`src/rtl/gpio_trace_capture.sv`:
```
// Timestamped GPIO change tracer: masked edges on din are pushed as {ts, din}
// into a circular FIFO, with sticky overflow flag and saturating drop counter.
module gpio_trace_capture #(
  parameter int WIDTH    = 4,
  parameter int DEPTH    = 16,
  parameter int TS_WIDTH = 24
) (
  input  logic                         clk,
  input  logic                         rst,
  input  logic                         en,
  input  logic [WIDTH-1:0]             mask,
  input  logic [WIDTH-1:0]             din,
  input  logic                         clr_ovf,
  input  logic                         rd_ready,
  output logic                         rd_valid,
  output logic [TS_WIDTH+WIDTH-1:0]    rd_data,
  output logic [$clog2(DEPTH):0]       level,
  output logic                         ovf,
  output logic [7:0]                   drop_cnt
);

  localparam int AW = $clog2(DEPTH);
  localparam int LW = AW + 1;
  localparam int DW = TS_WIDTH + WIDTH;

  logic [TS_WIDTH-1:0] ts_q, ts_d;
  logic [WIDTH-1:0]    prev_q, prev_d;
  logic                en_q, en_d;
  logic [AW-1:0]       wr_ptr_q, wr_ptr_d;
  logic [AW-1:0]       rd_ptr_q, rd_ptr_d;
  logic [LW-1:0]       level_q, level_d;
  logic                ovf_q, ovf_d;
  logic [7:0]          drop_cnt_q, drop_cnt_d;
  logic [DW-1:0]       mem_q [DEPTH];

  logic start_evt, chg_evt, evt, full, pop, push, drop;

  always_comb begin
    ts_d       = ts_q + TS_WIDTH'(1);
    prev_d     = en ? din : prev_q;
    en_d       = en;
    start_evt  = en & ~en_q;
    chg_evt    = en & (|((din ^ prev_q) & mask));
    evt        = start_evt | chg_evt;
    full       = (level_q == LW'(DEPTH));
    pop        = rd_valid & rd_ready;
    // A full FIFO can still take a push when the head leaves at the same edge.
    push       = evt & (~full | pop);
    drop       = evt & full & ~pop;
    wr_ptr_d   = push ? wr_ptr_q + AW'(1) : wr_ptr_q;
    rd_ptr_d   = pop  ? rd_ptr_q + AW'(1) : rd_ptr_q;
    level_d    = level_q + LW'(push) - LW'(pop);
    ovf_d      = ovf_q;
    drop_cnt_d = drop_cnt_q;
    if (clr_ovf) begin
      ovf_d      = 1'b0;
      drop_cnt_d = 8'd0;
    end else if (drop) begin
      ovf_d = 1'b1;
      if (drop_cnt_q != 8'hFF) drop_cnt_d = drop_cnt_q + 8'd1;
    end
  end

  always_ff @(posedge clk) begin
    if (rst) begin
      ts_q       <= '0;
      prev_q     <= '0;
      en_q       <= 1'b0;
      wr_ptr_q   <= '0;
      rd_ptr_q   <= '0;
      level_q    <= '0;
      ovf_q      <= 1'b0;
      drop_cnt_q <= 8'd0;
    end else begin
      ts_q       <= ts_d;
      prev_q     <= prev_d;
      en_q       <= en_d;
      wr_ptr_q   <= wr_ptr_d;
      rd_ptr_q   <= rd_ptr_d;
      level_q    <= level_d;
      ovf_q      <= ovf_d;
      drop_cnt_q <= drop_cnt_d;
    end
  end

  always_ff @(posedge clk) begin
    if (!rst && push) mem_q[wr_ptr_q] <= {ts_q, din};
  end

  assign rd_valid = (level_q != '0);
  assign rd_data  = rd_valid ? mem_q[rd_ptr_q] : '0;
  assign level    = level_q;
  assign ovf      = ovf_q;
  assign drop_cnt = drop_cnt_q;

endmodule
```
`config.mk`:
```
export PLATFORM = sky130hd
export DESIGN_NAME = gpio_trace_capture
export DESIGN_NICKNAME = d
export VERILOG_FILES = /design/src/rtl/gpio_trace_capture.sv
export SDC_FILE = /design/constraint.sdc
export NUM_CORES = 1
export LEC_CHECK = 0
export CORE_ASPECT_RATIO = 0.75
export CORE_MARGIN = 10
export CORE_UTILIZATION = 55
export DETAILED_ROUTE_END_ITERATION = 7
export HOLD_SLACK_MARGIN = 0.05
export PLACE_DENSITY = 0.82
export SETUP_SLACK_MARGIN = 0.5
export SYNTH_ARGS = -nofsm -noshare
export SYNTH_HDL_FRONTEND = slang
export SYNTH_SLANG_ARGS = --single-unit
```
`constraint.sdc`:
```
create_clock -name clk -period 4.4 [get_ports clk]
set_clock_uncertainty 0.05 [all_clocks]
set_input_delay 0.44 -clock clk [delete_from_list [all_inputs] [get_ports clk]]
set_output_delay 0.44 -clock clk [all_outputs]
set_load 0.02 [all_outputs]
```
Yosys cells after proc, flatten, opt, wreduce, memory -nomap -nowiden
Memory sizes are Yosys's and may differ from the RTL's. A register that Yosys moved wholly into a read port is not among the register bits.
Index checks and enable logic that the tools add are counted.
{"block": "totals", "elab_cells": 41, "reg_bits": 51, "n_memories": 1, "mem_bits_rw": 448, "input_bits": 13, "output_inout_bits": 43}
{"block": "classes", "reduce_logical": 6, "addsub": 6, "bitwise_logic": 13, "muxes": 5, "eq_ne": 2}
{"name": "mem_q", "words": 16, "word_bits": 28, "rd": 1, "rd_clocked_by_memory_dff": 1, "write_ports": 1, "line": "34", "text": "logic [DW-1:0] mem_q [DEPTH];"}
{"operator": "two-way mux 28 bit", "count": 1}
{"operator": "adder 24 x 1 -> 24 bit, second input constant", "count": 1}
{"operator": "adder 4 x 1 -> 4 bit, second input constant", "count": 2}
{"operator": "adder 8 x 1 -> 8 bit, second input constant", "count": 1}
{"operator": "two-way mux 4 bit", "count": 2}
{"operator": "!= test 8 bit, second input constant", "count": 1}
{"operator": "bitwise AND 1 bit", "count": 6}
{"operator": "adder 5 x 1 -> 5 bit", "count": 1}
{"operator": "== test 5 bit, second input constant", "count": 1}
{"operator": "nonzero test 5 bit", "count": 1}
{"operator": "subtractor 5 x 1 -> 5 bit", "count": 1}
{"operator": "bitwise AND 4 bit", "count": 1}
{"operator": "OR reduction 4 bit", "count": 1}
{"operator": "XOR 4 bit", "count": 1}
{"operator": "NOT 1 bit", "count": 3}
{"operator": "two-way mux 1 bit", "count": 2}
{"operator": "bitwise OR 1 bit", "count": 2}
{"operator": "AND reduction 2 bit", "count": 1}
{"operator": "OR reduction 2 bit", "count": 1}
{"operator": "logical AND 1 bit", "count": 1}
{"operator": "logical NOT 1 bit", "count": 1}

Depth between registers and ports, before layout
Gate-level depths: netlist of the first run.
{"block": "logic_depth", "ltp_word": 9, "mapped_depth": 16, "depth_no_buf": 15}

Least setup slack after synthesis of the first run
OpenSTA, ideal clock, no wires.
{"block": "synth_timing", "path_type": "reg-to-reg", "start": "reg level_q[2] (netlist: level[2])", "end": "reg level_q[4] (netlist: level[4])", "setup_slack_ns": 1.342, "stages_incl_launch_ff": 17, "t_arrival_ns": 2.937, "path_buffers": 1, "t_required_ns": 4.279, "path_cell_list": "dfxtp_1 inv_1 ha_1 and4b_1 a211oi_1 clkbuf_1 inv_1 ha_1 inv_1 ha_1 inv_1 fa_1 inv_1 a21oi_1 nor2_1 or3_1 a21oi_1"}
{"block": "synth_between", "elab_chain_len": 6}
{"element": "from (decl)", "line": "31", "text": "logic [LW-1:0] level_q, level_d;"}
{"element": "from (signal assigned)", "line": "80", "text": "level_q <= level_d;"}
{"element": "nonzero test 5 bit or == test 5 bit (tied branches)", "line": "90, 45"}
{"element": "bitwise AND 1 bit or NOT 1 bit (tied branches)", "line": "46, 48"}
{"element": "bitwise OR 1 bit", "line": "48", "text": "push = evt & (~full | pop);"}
{"element": "bitwise AND 1 bit", "line": "48"}
{"element": "adder 5 x 1 -> 5 bit", "line": "52", "text": "level_d = level_q + LW'(push) - LW'(pop);"}
{"element": "subtractor 5 x 1 -> 5 bit *", "line": "52"}
Mark *: on every way between the ends. The rest lies on a longest branch, timed or not.
A chain may end at the register's enable or synchronous reset.

==> impl_metrics.yaml, run 1 <==
status:
  outcome: "finished clean"
route:
  drc: 0
  drt-wirelength-per-cell_um: 27.3
  dr.first_iter.drc_count: 1355
  drt-pass1-iter-count: 6
  ant_nets: 0
  totalWireLength_um: 42000
  viasPerCell: 6.25
  vias: 9607
synthesis:
  synth_top_area_share_pct: 68.6
  yosys_warnings: 0
  syn_area_per_cell_sq_um: 20.6
  ys.flop_type: "edfxtp_1"
  synth_cells: 954
  yosysUniqueCellTypes: 42
  synth_edf_count: 448
  ys_ff_latch: 503
  netlist_area_sq_um: 19600
  ys_top_cells_by_count: "edfxtp_1 (448), mux4_2 (140), dfxtp_1 (55)"
  async_reset_ff_share_pct: 0
  synth.most_common_cell: "edfxtp_1"
  yosysSeqAreaShare_pct: 74.2
  yosys.area.top_type: "edfxtp_1"
  yosys-top-cells-area: "edfxtp_1 (69%), mux4_2 (16%), dfxtp_1 (5.6%), and2_1 (1.0%), nor2_1 (0.84%)"
  synth.net_count: 981
critical_path:
  crit_path_start_kind: "register"
  slowest_delay_ps: 570
  timing.critical_path.buf_inv: 2
  crit_chain: "buf_16, mux4_2, mux4_2, and2_1, clkdlybuf4s50_1"
  crit_type: "register to output pin"
  arrival_ps: 3310
  crit_slowest_cell: "mux4_2"
  cpLargestDelayFamily: "multiplexers"
  worst_path_most_repeated_cell: "mux4_2"
  worstSetupEndpointType: "output pin"
  required_ps: 3910
  crit_path_max_fanout: 38
cts:
  path_clk_slew_ps: 60
  clk-insertion-delay-late_ps: 570
  clockBufferDepth: 3
  cts_sinks: 503
  cts_buffers: 45
  h-tree-depth: 2
  cts-root-buf: "clkbuf_16"
  postCtsHoldBufs: 0
  cts_tree: "yes"
die:
  core_area_sq_um: 34900
  die_x_um: 238
  start_util_pct: 56.2
  io_pins: 56
  dieArea_sq_um: 43700
  row_count: 59
  die_height_um: 184
final_layout:
  fillers: 2260
  syn2layout_area_growth_pct: 14.3
  drive_gt1_share_pct: 25.2
  nets: 1070
  diodes: 0
min_path:
  min_path_type: "primary input to register"
run:
  max_cap_violations: 0
pwr:
  combPwrFrac_pct: 21.0
  power_switching_mw: 3.01
  p_sw_share_pct: 24.9
  clockPowerShare_pct: 34.6
  vdd_drop_max_mv: 0.309
  seq_power_share_pct: 44.5
  powerDensity_nw_per_um2: 538
  internal_power_mw: 9.06
  leakagePower_nw: 7.17
placed_design:
  port_buffers: 55
  gp_congestion: 0.767
  dp_hpwl_um: 23100
timing:
  rsz0062_at_grt: "yes"
  setup_tns_ps: 0
  final-max-slew-violation-count: 0
  setup_violations: 0
  hold_violations: 0
  tightest_slew_ps: 1090
  period_needed_ps: 3800
  finalCritPeriodShare_pct: 86.3
  hold_slack_ps: 244
  slew_headroom_pct: 27.5
  clock.fmax_ghz: 0.263
global_routing:
  grtUsageTotal_pct: 19.7
  gr-total-overflow: 0
  grt_first_pass_wirelength_um: 63900
  first_global_vias: 9924
  grt_antenna_before_repair: 1
  grt_max_degree: 46
==> worst reg2reg max path: stages (launching register included) <==
cell and delay, ps:
dfxtp_1 350, inv_1 70, ha_1 210, and4b_1 290, a211oi_2 260, inv_1 70
ha_1 270, inv_1 40, ha_1 180, inv_1 80, fa_1 210, inv_1 50
a21oi_1 140, nor2_1 60, or3_1 360, a21oi_1 160
==> kinds of logic (layout without fill, tap and decap cells) <==
group	Yosys count	count (layout)	share of synthesized area [%]
and+or+nand+nor	159	159	4.32
DFF	503	503	74.2
buffers and inverters	65	191	1.63
muxes	148	148	16.5
xor gates and xnor gates	30	30	1.34
AOI/OAI and AO/OA	35	35	1.09
adders and majority gates	14	14	0.931
==> cell type report <==
cell class / instances / area, sq um / area share, %
clock buffer: 56 / 1230 / 5.49
clock inverter: 28 / 340 / 1.52
inverter: 17 / 63.8 / 0.285
multi-input combinational: 386 / 4770 / 21.3
sequential: 503 / 14600 / 65.0
tap: 457 / 572 / 2.55
timing repair buffer: 90 / 885 / 3.95
==> through the flow <==
step                power [mW]  instances  cell area, sq um  worst slack [ps]  util (%)
floorplan                 7.20        954             19600              1340         -
global placement          7.96       1452             20800               810      59.6
detailed placement        8.00       1452             20800               693      59.6
CTS                       12.2       1537             22400               541      64.2
global route              12.5       1537             22400               473      64.2
finish                    12.1       1537             22400               604      64.2
==> path summary, 6_finish.rpt <==
check / to / depth (start not counted) / slack (ps) / from
worst max-delay path: rd_data[24] / 5 / 600 / register
worst min-delay path: wr_ptr_q[2]$_SDFFE_PP0P_ / 3 / 240 / rst
worst max register to register: level[4]$_SDFF_PP0_ / 15 / 1480 / level[2]$_SDFF_PP0_
worst min register to register: ovf$_SDFFE_PP0P_ / 1 / 430 / ovf$_SDFFE_PP0P_
==> routing by layer <==
layer  up-vias  global-route usage [%]  part of all wire, %
li1       4064                       -                    -
met1      4957                    27.2                   40
met2       519                    32.2                   50
met3        67                    3.57                  9.1
met4         0                    4.88                  1.8
met5         -                       0                    0
==> power groups by stage <==
stage,Sequential (mW),Clock [mW],Combinational [mW]
floorplan,5.40,0,1.80
global placement,5.48,0,2.48
detailed placement,5.49,0,2.51
CTS,5.37,4.21,2.58
global route,5.39,4.39,2.72
finish,5.37,4.17,2.53
==> state kept, by name, indices dropped and copies added, names as in the netlist, named ones only <==
signal    flops
ovf           1
level         5
rd_ptr_q      4
ts_q         24
prev_q        4
wr_ptr_q      4
en_q          1
drop_cnt      8
mem_q       448
==> cell usage in the layout, fill, tap and decap left out, types with 3 or more instances in the layout <==
| cell type | instances |
|---|---|
| xnor2_1 | 13 |
| clkbuf_1 | 7 |
| nor3_1 | 6 |
| dfxtp_1 | 51 |
| inv_1 | 17 |
| and3_1 | 3 |
| nand2_1 | 13 |
| a21oi_1 | 13 |
| xor2_1 | 17 |
| nand3_1 | 12 |
| buf_4 | 29 |
| clkbuf_16 | 47 |
| edfxtp_1 | 448 |
| o31ai_1 | 4 |
| o21ai_0 | 7 |
| nor2b_1 | 6 |
| clkinv_1 | 7 |
| nor4_1 | 3 |
| and2_1 | 32 |
| nor2_1 | 44 |
| clkdlybuf4s50_1 | 54 |
| ha_1 | 13 |
| mux2i_1 | 6 |
| or3_1 | 5 |
| or4_1 | 4 |
| mux4_2 | 140 |
| and3_2 | 16 |
| bufinv_16 | 8 |
| or2_2 | 4 |
| clkinv_2 | 9 |
| nand4_1 | 6 |
==> what timing repair did <==
item / CTS / global route
resized for setup: 1 / 2
gates cloned: 0 / 0
setup endpoints to repair: 23 / 9
buffers inserted: 1 / 0
No activity file was read; power rests on OpenSTA's default activity.
==> run 2: changes to the inputs <==
--- a/config.mk
+++ b/config.mk
@@ -5,12 +5,15 @@
 export SDC_FILE = /design/constraint.sdc
 export NUM_CORES = 1
 export LEC_CHECK = 0
+export CELL_PAD_IN_SITES_DETAIL_PLACEMENT = 0
+export CELL_PAD_IN_SITES_GLOBAL_PLACEMENT = 1
 export CORE_ASPECT_RATIO = 0.75
-export CORE_MARGIN = 10
+export CORE_MARGIN = 8
 export CORE_UTILIZATION = 55
 export DETAILED_ROUTE_END_ITERATION = 7
+export GPL_ROUTABILITY_DRIVEN = 0
 export HOLD_SLACK_MARGIN = 0.05
-export PLACE_DENSITY = 0.82
+export PLACE_DENSITY = 0.9
 export SETUP_SLACK_MARGIN = 0.5
 export SYNTH_ARGS = -nofsm -noshare
 export SYNTH_HDL_FRONTEND = slang
==> impl_metrics.yaml, run 2 (synthesis gave the netlist of run 1 again) <==
final_layout:
  fillers: 2318
  drive_gt1_share_pct: 25.7
  layoutNonFillerInstCount: 1552
  layout_common_cells: "edfxtp_1 (448), mux4_2 (140), clkdlybuf4s50_1 (54)"
  syn2layout_area_growth_pct: 14.9
  mostFrequentLayoutCell: "edfxtp_1"
  regArea_sq_um: 14600
  largest_register_ff_count: 448
  nets: 1079
  regMostFlops: "mem_q"
  final_util_pct: 63.4
  diodes: 0
  finalInstanceArea_sq_um: 22500
  multi_input_area_sq_um: 4770
route:
  drt-wirelength-per-cell_um: 27.1
  totalWireLength_um: 42000
  viasPerCell: 6.22
  drt-pass1-iter-count: 5
  ant_nets: 0
  vias: 9646
  drc: 0
  dr.first_iter.drc_count: 1176
timing:
  slew_headroom_pct: 21.4
  hold_slack_ps: 278
  tightest_slew_ps: 1170
  final-max-slew-violation-count: 0
  period_needed_ps: 3800
  finalCritPeriodShare_pct: 86.4
  hold_violations: 0
  fin_ws_ps: 598
  clock.fmax_ghz: 0.263
  setup_violations: 0
  rsz0062_at_grt: "no"
  setup_tns_ps: 0
min_path:
  min_path_type: "primary input to register"
status:
  outcome: "finished clean"
die:
  die_x_um: 234
  core_area_sq_um: 35500
  row_count: 60
  die_height_um: 180
  dieArea_sq_um: 42000
  io_pins: 56
  start_util_pct: 55.2
cts:
  clk-insertion-delay-late_ps: 560
  cts-root-buf: "clkbuf_16"
  cts_buffers: 46
  postCtsHoldBufs: 0
  h-tree-depth: 2
  cts_sinks: 503
  clockBufferDepth: 3
  postCtsSetupRepairBufs: 1
  cts_tree: "yes"
  cts_resized: 0
  path_clk_slew_ps: 60
critical_path:
  worstSetupEndpointType: "output pin"
  required_ps: 3910
  crit_path_start_kind: "register"
  crit_type: "register to output pin"
  crit_path_max_fanout: 35
  arrival_ps: 3310
pwr:
  leakagePower_nw: 7.21
  vdd_drop_max_mv: 0.517
  power_mw: 12.0
  powerDensity_nw_per_um2: 534
global_routing:
  grt_max_degree: 61
  gr-total-overflow: 0
  grt_first_pass_wirelength_um: 63300
  grtUsageTotal_pct: 20.2
  first_global_vias: 9982
  grt_antenna_before_repair: 0
placed_design:
  place_ws_ps: 791
  post_dp_cell_area_sq_um: 20900
  dp_hpwl_um: 23400
  port_buffers: 55
  placedCellCount: 1459
run:
  max_cap_violations: 0
[run 2: cell types whose count changed in the layout (fill, tap and decap cells not counted), moves of 2 or more]
cell       previous run  this run
clkinv_2              9         7
clkbuf_8              2         4
buf_12                2         9
buf_4                29        33
bufinv_16             8         5
clkbuf_16            47        49
[run 2: worst max-delay path, stage by stage (launching register included)]
cell and delay [ps]:
dfxtp_4 550, buf_4 530, mux4_2 410, mux4_2 520, and2_1 190, clkdlybuf4s50_1 530
[run 2: path summary, 6_finish.rpt]
kind	startpoint	to	slack, ps	depth (start not counted)
setup / recovery	register	rd_data[10]	600	5
hold reg to reg	ovf$_SDFFE_PP0P_	ovf$_SDFFE_PP0P_	430	1
setup reg to reg	level[2]$_SDFF_PP0_	level[4]$_SDFF_PP0_	1460	14
hold / removal	rst	wr_ptr_q[2]$_SDFFE_PP0P_	280	3
[run 2: cell type report]
| cell class | count | area share [%] |
|---|---|---|
| multi-input cells | 386 | 21.2 |
| clock inverters | 22 | 1.06 |
| clock buffers | 61 | 5.82 |
| repair buffers | 98 | 4.44 |
| well taps | 465 | 2.58 |
| inverters | 17 | 0.283 |
| flip-flops and latches | 503 | 64.6 |
[run 2: per-layer routing]
| metal | track usage, % | up-vias | part of all wire (%) |
|---|---|---|---|
| met5 | 0 | - | 0 |
| met3 | 3.59 | 60 | 8.0 |
| met4 | 4.85 | 0 | 1.8 |
| li1 | - | 4070 | - |
| met2 | 32.6 | 442 | 49 |
| met1 | 28.6 | 5074 | 41 |
[run 2: power breakdown]
group | switching [mW] | internal (mW)
Sequential | 0.112 | 5.24
Clock | 1.71 | 2.39
Combinational | 1.17 | 1.41
